File: src/rtl/calc_cmd_sequencer.sv
// Command FIFO + issue/capture/response sequencer in front of the 4-bit calculator.
// Optional feature: define DIV_ZERO_CHECK_EN to answer divide-by-zero locally with rsp_err.
module calc_cmd_sequencer #(
  parameter int FIFO_DEPTH = 4,
  parameter int TAG_W      = 2
) (
  input  logic             clk,
  input  logic             rst,
  input  logic             cmd_valid,
  output logic             cmd_ready,
  input  logic [1:0]       cmd_op,
  input  logic [3:0]       cmd_a,
  input  logic [3:0]       cmd_b,
  input  logic [TAG_W-1:0] cmd_tag,
  output logic             calc_st,
  output logic [1:0]       calc_op,
  output logic [3:0]       calc_a,
  output logic [3:0]       calc_b,
  input  logic [3:0]       calc_result,
  input  logic             calc_carry,
  output logic             rsp_valid,
  input  logic             rsp_ready,
  output logic [3:0]       rsp_result,
  output logic             rsp_carry,
  output logic [TAG_W-1:0] rsp_tag,
  output logic             rsp_err
);

  localparam int PTR_W = $clog2(FIFO_DEPTH);
  localparam int CNT_W = PTR_W + 1;

  typedef enum logic [1:0] {IDLE, ISSUE, CAPTURE, RESP} state_t;

  state_t state, state_nxt;

  logic [PTR_W-1:0] wr_ptr, rd_ptr;
  logic [CNT_W-1:0] count;
  logic [1:0]       fifo_op  [FIFO_DEPTH];
  logic [3:0]       fifo_a   [FIFO_DEPTH];
  logic [3:0]       fifo_b   [FIFO_DEPTH];
  logic [TAG_W-1:0] fifo_tag [FIFO_DEPTH];

  logic push, pop, fifo_empty, head_dz;

  logic [1:0]       iss_op;
  logic [3:0]       iss_a, iss_b;
  logic [TAG_W-1:0] iss_tag;
  logic             iss_dz;

  assign cmd_ready  = (count != CNT_W'(FIFO_DEPTH));
  assign fifo_empty = (count == '0);
  assign push       = cmd_valid & cmd_ready;

`ifdef DIV_ZERO_CHECK_EN
  assign head_dz = (fifo_op[rd_ptr] == 2'b11) && (fifo_b[rd_ptr] == 4'h0);
`else
  assign head_dz = 1'b0;
`endif

  // A head that is a divide-by-zero skips the calculator and goes straight to CAPTURE.
  always_comb begin
    state_nxt = state;
    pop       = 1'b0;
    calc_st   = 1'b0;
    case (state)
      IDLE: begin
        if (!fifo_empty) begin
          pop       = 1'b1;
          state_nxt = head_dz ? CAPTURE : ISSUE;
        end
      end
      ISSUE: begin
        calc_st   = 1'b1;
        state_nxt = CAPTURE;
      end
      CAPTURE: state_nxt = RESP;
      RESP: begin
        if (rsp_ready) begin
          if (!fifo_empty) begin
            pop       = 1'b1;
            state_nxt = head_dz ? CAPTURE : ISSUE;
          end else begin
            state_nxt = IDLE;
          end
        end
      end
      default: state_nxt = IDLE;
    endcase
  end

  always_ff @(posedge clk or negedge rst) begin
    if (!rst) state <= IDLE;
    else      state <= state_nxt;
  end

  always_ff @(posedge clk or negedge rst) begin
    if (!rst) begin
      wr_ptr <= '0;
      rd_ptr <= '0;
      count  <= '0;
    end else begin
      if (push) wr_ptr <= wr_ptr + 1'b1;
      if (pop)  rd_ptr <= rd_ptr + 1'b1;
      case ({push, pop})
        2'b10:   count <= count + 1'b1;
        2'b01:   count <= count - 1'b1;
        default: count <= count;
      endcase
    end
  end

  // Storage needs no reset; only entries below count are ever read.
  always_ff @(posedge clk) begin
    if (push) begin
      fifo_op[wr_ptr]  <= cmd_op;
      fifo_a[wr_ptr]   <= cmd_a;
      fifo_b[wr_ptr]   <= cmd_b;
      fifo_tag[wr_ptr] <= cmd_tag;
    end
  end

  always_ff @(posedge clk or negedge rst) begin
    if (!rst) begin
      iss_op  <= '0;
      iss_a   <= '0;
      iss_b   <= '0;
      iss_tag <= '0;
      iss_dz  <= 1'b0;
    end else if (pop) begin
      iss_op  <= fifo_op[rd_ptr];
      iss_a   <= fifo_a[rd_ptr];
      iss_b   <= fifo_b[rd_ptr];
      iss_tag <= fifo_tag[rd_ptr];
      iss_dz  <= head_dz;
    end
  end

  assign calc_op = iss_op;
  assign calc_a  = iss_a;
  assign calc_b  = iss_b;

  always_ff @(posedge clk or negedge rst) begin
    if (!rst) begin
      rsp_valid  <= 1'b0;
      rsp_result <= '0;
      rsp_carry  <= 1'b0;
      rsp_tag    <= '0;
      rsp_err    <= 1'b0;
    end else if (state == CAPTURE) begin
      rsp_valid  <= 1'b1;
      rsp_result <= iss_dz ? 4'h0 : calc_result;
      rsp_carry  <= iss_dz ? 1'b0 : calc_carry;
      rsp_tag    <= iss_tag;
      rsp_err    <= iss_dz;
    end else if ((state == RESP) && rsp_ready) begin
      rsp_valid  <= 1'b0;
    end
  end

endmodule

File: config.mk
export PLATFORM = sky130hd
export DESIGN_NAME = calc_cmd_sequencer
export DESIGN_NICKNAME = d
export VERILOG_FILES = /design/src/rtl/calc_cmd_sequencer.sv
export SDC_FILE = /design/constraint.sdc
export NUM_CORES = 1
export LEC_CHECK = 0
export ABC_CLOCK_PERIOD_IN_PS = 3100
export CORE_ASPECT_RATIO = 0.8
export CORE_MARGIN = 4
export CORE_UTILIZATION = 57
export CTS_BUF_LIST = sky130_fd_sc_hd__clkbuf_8
export DETAILED_ROUTE_END_ITERATION = 6
export PLACE_DENSITY = 0.89
export SLEW_MARGIN = 0
export SYNTH_ARGS = -nofsm -noshare
export SYNTH_HDL_FRONTEND = slang
export SYNTH_SLANG_ARGS = --single-unit
File: constraint.sdc
create_clock -name clk -period 3.1 [get_ports clk]
set_input_delay 0.31 -clock clk [delete_from_list [all_inputs] [get_ports clk]]
set_output_delay 0.31 -clock clk [all_outputs]
set_load 0.005 [all_outputs]
==> key figures, run 1 <==
CTS
  – Clock Latency Late Sink: about 0.34 ns
  – Clock sinks: between 70 and 80
  – Clock slew at reported path FFs: approximately 0.070 ns
  – H-tree levels: 3
  – Post-CTS Hold Buffers: 0
  – CTS Root Cell: clkbuf_8
  – Post-CTS sizing: 0
  – Num CTS Buffers: 9
  – Post-CTS Setup Bufs: 0
  – CTS max path bufs: 2
  – CTS tree: done

Synthesis
  – XOR/XNOR share of the synthesized area: 1.66%
  – Synth cell types: 34
  – Synth Area in Simple Gates: under 10%
  – Post-Syn Area: about 0.0032 mm2
  – Syn. warnings: 0
  – Largest family of logic cells by synthesized area: multiplexers
  – Seq cells post-synth: 77
  – Register area share after synthesis: between 60% and 70%
  – Compound-cell area share of the yosys netlist: under 10%
  – Gate Count Post-Synth: about 160
  – Post-synthesis async set-or-reset flop share: 37.7%
  – EDFF count, synth: 48
  – Synthesized area per cell: between 15 and 20 um2
  – Top FF cell, synth: edfxtp_1
  – Syn_nets: about 190
  – Post-synthesis adder-cell area fraction: 4.59%
  – Mux cell area share after synthesis: 17.8%

Die
  – Die area: a little under 0.007 mm2
  – Rows: 23
  – Chip height: roughly 75 um
  – Initial Utilization: 61.0%
  – Die X: 91.3 um
  – Placeable Area: 0.00518 mm2
  – # IOs: 42

GRT
  – Met2 usage: a little under a third
  – Number of global-route vias before repair: between 1,500 and 2,000
  – First-pass GRT wire length: 8380 um
  – Global-route usage over all layers: 16.9%
  – Largest net degree at the start of global routing: 30
  – Met3 Use GR: 6.37%
  – Antenna violations before repair: 0
  – Total global routing overflow: 0
  – GR peak layer: met2
  – Grt met1 use: between 10% and 20%

Critical path
  – CP Launch Type: register
  – Delay-heaviest family, CP: adder cells
  – Worst path required time: ~3.3 ns
  – Worst-path fanout max: 5
  – Crit Path Category: reg2reg
  – Worst stage delay on the critical path: roughly 0.41 ns
  – Nature of the critical path endpoint: register
  – Worst-path cell chain: inv_1 -> ha_1 -> a21oi_1 -> nor3_4 -> ha_1 -> fa_1 -> xnor2_1 -> nor2_1 -> xor2_1
  – CP Buf/Inv Count: 1
  – Worst Path Arrival: 2.39 ns
  – Slowest CP cell: dfrtp_1
  – Most used cell, CP: ha_1

Placed design
  – Placed insts: ~260
  – Placer Congestion: 0.762
  – # port buffers: 40
  – DP HPWL: between 3000 and 4000 um

Worst hold path
  – HP Class: in2async

Detailed routing
  – DR WL/cell: roughly 19 um
  – Vias: between 1,500 and 2,000
  – Antenna-violating nets left: 0
  – DR pass1 iterations: 4
  – Residual DRC: 0
  – Routed WL: just over 5000 um
  – Via density: between 5 and 6
  – Iter 0 DRT Violations: just over 70

Run
  – Max-Cap Viols: 0

STA
  – Fmax: ~460 MHz
  – RSZ-0062 raised after global routing: no
  – Least-Margin Pin Slew: approximately 0.77 ns
  – Setup TNS: 0 ns
  – Final Hold Fails: 0
  – Final Cycle Share: a little over two thirds
  – Final Skew: 0.00540 ns
  – Finish-stage setup viols: 0
  – Clock period minus worst slack: between 2 and 2.5 ns
  – Slew HR: between 40 and 50%
  – Max Slew Vio Count: 0

Power and ir drop
  – Maximum vdd drop: between 0.4 and 0.5 mV
  – Leak Pwr: 1.48 nW
  – PD cells: 1020 mW/mm2

Cells and area
  – Area delta synth->final: 21.5%
  – Share of layout cells above drive strength 1: 24.4%
  – NumNets Final: 240
  – # diodes: 0
  – Final Non-Filler Cells: 275

Outcome
  – Status: finished clean
path summary, 6_finish.rpt:
check,start,to,slack (ns),cells past startpoint
max reg2reg,state[0]$_DFFE_PN0P_,count[2]$_DFFE_PN0P_,0.93,9
max in group asynchronous,rst,calc_a[3]$_DFFE_PN0P_,2.46,2
min reg2reg,rsp_valid$_DFFE_PN0P_,rsp_valid$_DFFE_PN0P_,0.48,1
max,state[0]$_DFFE_PN0P_,count[2]$_DFFE_PN0P_,0.93,9
min in group clk,rsp_valid$_DFFE_PN0P_,rsp_valid$_DFFE_PN0P_,0.48,1
min,rst,state[0]$_DFFE_PN0P_,0.36,2
metrics by stage:
step	instance area [um2]	utilization (%)	worst slack [ns]	total power [mW]	hold WS (ns)
floorplan	3160	-	0.793	2.59	0.0144
global placement	3600	69.5	0.909	2.98	0.461
detailed placement	3600	69.5	0.840	3.08	0.466
CTS	3840	74.2	0.914	3.98	0.358
global route	3840	74.2	0.790	4.15	0.386
finish	3840	74.2	0.931	3.92	0.359
synth_stat cells, drive strengths merged, types with 2 or more instances:
| library cell | count | area share (%) |
|---|---|---|
| mux4 | 12 | 8.9 |
| buf | 5 | 1.6 |
| and3 | 4 | 0.79 |
| xnor2 | 3 | 0.83 |
| ha | 10 | 4.0 |
| xor2 | 3 | 0.83 |
| edfxtp | 48 | 46 |
| dfrtp | 29 | 23 |
| nand2 | 2 | 0.24 |
| nor3 | 2 | 0.83 |
| inv | 6 | 0.71 |
| mux2 | 22 | 8.9 |
cell families after synthesis:
group           count (synthesis)
compound gates                  5
xor+xnor                        6
fa+ha+maj                      11
buf+inv                        12
flops                          77
mux                            34
other cells                     1
simple gates                   15
metal layers:
metal | share of wire (%) | wire length [um]
met1 | 40 | 2070
met2 | 53 | 2750
met3 | 5.4 | 277
met4 | 0.88 | 45
met5 | 0 | 0
state kept, by name, indices dropped and copies added, names as in the netlist:
name / count
calc_op: 2
iss_tag: 2
rsp_valid: 1
fifo_a: 16
calc_a: 4
rsp_tag: 2
wr_ptr: 2
fifo_op: 8
fifo_tag: 8
rd_ptr: 2
rsp_result: 4
rsp_carry: 1
fifo_b: 16
calc_b: 4
count: 3
state: 2
worst register-to-register path, cell delays in order (launching register included):
cell	delay, ns
dfrtp_1	0.41
inv_1	0.11
ha_1	0.22
a21oi_1	0.27
nor3_4	0.06
ha_1	0.23
fa_1	0.38
xnor2_1	0.17
nor2_1	0.07
xor2_1	0.14
final cells by class:
type | instances | area (um2)
well taps | 62 | 77.6
fillers | 297 | 1340
multi-input cells | 72 | 916
clock buffers | 10 | 138
clock inverters | 6 | 105
flip-flops and latches | 77 | 2170
inverters | 6 | 22.5
repair buffers | 42 | 415
cells in the final DEF (no fill, tap or decap), drive strengths merged, types with 2 or more instances in the layout:
cell type and n:
and3 4, buf 2, bufinv 3, clkbuf 10, clkdlybuf4s50 40, dfrtp 29
edfxtp 48, ha 10, inv 8, mux2 22, mux4 12, nand2 2
nor3 2, xnor2 3, xor2 3
report_power, final:
group          internal (mW)  switching, mW
Clock                  0.551          0.330
Sequential              1.44          0.248
Combinational          0.849          0.501
Total                   2.84           1.08
Power figures use the tool's default switching activity.
==> run 2: changes to the inputs <==
ABC_CLOCK_PERIOD_IN_PS = 1900   (was 3100)
CORE_UTILIZATION = 51   (was 57)
PLACE_DENSITY = 0.85   (was 0.89)
clock period = 1.9 ns   (was 3.1 ns; I/O delays follow)
==> key figures, run 2 (synthesis gave the netlist of run 1 again) <==
STA
  – Least-Margin Pin Slew: 0.668 ns (-0.0987 ns)
  – Slew HR: 55.5% (+6.6 points)
  – Final Skew: 0.00756 ns (+0.00216 ns)
  – RSZ-0062 raised after global routing: yes
  – WHS: 0.245 ns (-0.114 ns)
  – Clock period minus worst slack: 2.00 ns (-0.165 ns)
  – Fmax: 499 MHz (+8.2%)
  – Max Slew Vio Count: 0 (unchanged)
  – Final Hold Fails: 0 (unchanged)
  – Final Cycle Share: 105% (+36 points)
  – Finish-stage setup viols: 2 (+2)
  – Worst setup margin: -0.104 ns (-1.04 ns)

Die
  – Die area: 0.00753 mm2 (+11%)
  – Initial Utilization: 52.9% (-8.1 points)
  – Placeable Area: 0.00597 mm2 (+15%)
  – Chip height: 78.4 um (+5.1%)
  – # IOs: 42 (unchanged)
  – Rows: 25 (+8.7%)
  – Die X: 96.0 um (+5.2%)

Power and ir drop
  – PD cells: 1650 mW/mm2 (+62%)
  – Total chip power: 6.68 mW (+70%)
  – Maximum vdd drop: 0.776 mV (+57%)
  – Leak Pwr: 1.55 nW (+4.5%)

Placed design
  – Post-place setup slack: -0.111 ns (-0.951 ns)
  – Placer Congestion: 0.731 (-4.1%)
  – # port buffers: 40 (unchanged)
  – DP HPWL: 3600 um (+2.6%)

Cells and area
  – Commonest non-fill, non-tap cell in the layout: edfxtp_1
  – NumNets Final: 261 (+8.8%)
  – Layout filler cell count: 417 (+40%)
  – # diodes: 0 (unchanged)
  – Most frequent cells in the layout: edfxtp_1 (48), clkdlybuf4s50_1 (39), dfrtp_1 (27)
  – Biggest regs: fifo_a (16), fifo_b (16)
  – Share of layout cells above drive strength 1: 36.3% (+12 points)
  – Area delta synth->final: 28.2%

GRT
  – Largest net degree at the start of global routing: 30 (unchanged)
  – Antenna violations before repair: 0 (unchanged)
  – Total global routing overflow: 0 (unchanged)
  – Global-route usage over all layers: 15.8% (-1.1 points)
  – First-pass GRT wire length: 8500 um (+1.4%)
  – Number of global-route vias before repair: 1,724 (+4.3%)

Detailed routing
  – Residual DRC: 0 (unchanged)
  – Iter 0 DRT Violations: 85 (+20%)
  – DR pass1 iterations: 4 (unchanged)
  – Routed WL: 5560 um (+8.2%)
  – Antenna-violating nets left: 0 (unchanged)
  – Via density: 5.17 (-7.7%)
  – DR WL/cell: 17.7 um (-5.5%)
  – Vias: 1,627 (+5.7%)

Critical path
  – Most used cell, CP: ha_4
  – Worst-path cell chain: inv_2 -> ha_4 -> nor3_4 -> ha_4 -> fa_2 -> mux2_2
  – Nature of the critical path endpoint: register
  – CP Buf/Inv Count: 1 (unchanged)
  – Worst stage delay on the critical path: 0.45 ns (+0.04 ns)
  – Slowest CP cell: dfrtp_2
  – CP Launch Type: register
  – Worst path required time: 2.14 ns (-1.18 ns)
  – Worst Path Arrival: 2.24 ns (-0.15 ns)
  – Worst-path fanout max: 3 (-2)
  – Crit Path Category: reg2reg
  – Delay-heaviest family, CP: adder cells

CTS
  – Clock slew at reported path FFs: 0.08 ns (about the same)
  – CTS tree: done
  – Clock Latency Late Sink: 0.35 ns (about the same)
  – Num CTS Buffers: 9 (unchanged)
  – Clock sinks: 77 (unchanged)
  – CTS Root Cell: clkbuf_8
  – H-tree levels: 3 (unchanged)
  – CTS max path bufs: 2 (unchanged)

Worst hold path
  – HP Class: in2async

Run
  – Max-Cap Viols: 0 (unchanged)

Outcome
  – Failing checks: setup timing
  – Status: finished with violations
[run 2: area by class of cell]
type	count	area, um2	area share, %
tap	81	101	2.50
clock buffer	9	124	3.06
multi-input combinational	72	973	24.0
timing repair buffer	63	584	14.4
clock inverter	7	73.8	1.82
inverter	6	25.0	0.618
sequential	77	2170	53.6
[run 2: final timing paths]
path / from / to / slack [ns] / depth (start not counted)
setup reg to reg: state[0]$_DFFE_PN0P_ / count[1]$_DFFE_PN0P_ / -0.10 / 6
hold / removal: rst / rsp_valid$_DFFE_PN0P_ / 0.24 / 2
min in group clk: calc_carry / rsp_carry$_DFFE_PN0P_ / 0.46 / 2
setup / recovery: state[0]$_DFFE_PN0P_ / count[1]$_DFFE_PN0P_ / -0.10 / 6
max in group asynchronous: rst / state[1]$_DFFE_PN0P_ / 1.35 / 2
hold reg to reg: rsp_valid$_DFFE_PN0P_ / rsp_valid$_DFFE_PN0P_ / 0.50 / 1
[run 2: metrics by stage]
stage	cells	TNS (ns)	cell area [um2]	utilization (%)
after CTS	311	-0.0503	4000	66.9
after detailed placement	294	-0.209	3790	63.4
final	315	-0.106	4050	67.8
after global routing	315	-0.702	4050	67.8
after global placement	294	-0.123	3790	63.4
after floorplan	161	-0.305	3200	-
[run 2: timing repair]
item                                    in CTS  in global routing
hold buffers                                 0                  0
buffers inserted                             1                  4
endpoints found under the setup margin       3                  2
resized for setup                            3                  6
pin swaps                                    0                  6
[run 2: worst register-to-register path, stage by stage (launching register included)]
cell and delay (ns):
dfrtp_2 0.45, inv_2 0.09, ha_4 0.22, nor3_4 0.24
ha_4 0.18, fa_2 0.44, mux2_2 0.27
[run 2: power by group]
part / switching [mW] / total (mW) / internal (mW)
sequential: 0.316 / 2.67 / 2.36
combinational: 1.06 / 2.81 / 1.75
clock: 0.591 / 1.20 / 0.607
total: 1.97 / 6.68 / 4.71
[run 2: routing by layer]
| metal | global-route usage (%) | vias up | wire, um |
|---|---|---|---|
| met5 | 0 | - | 0 |
| li1 | - | 749 | - |
| met1 | 18.6 | 825 | 2270 |
| met4 | 6.82 | 0 | 92 |
| met2 | 26.0 | 42 | 2920 |
| met3 | 5.65 | 11 | 281 |
==> run 3: changes to the inputs <==
CAP_MARGIN = 20   (was unset)
==> results of run 3 <==
Same layout as run 2: the final DEF is identical, and so are final timing and power.
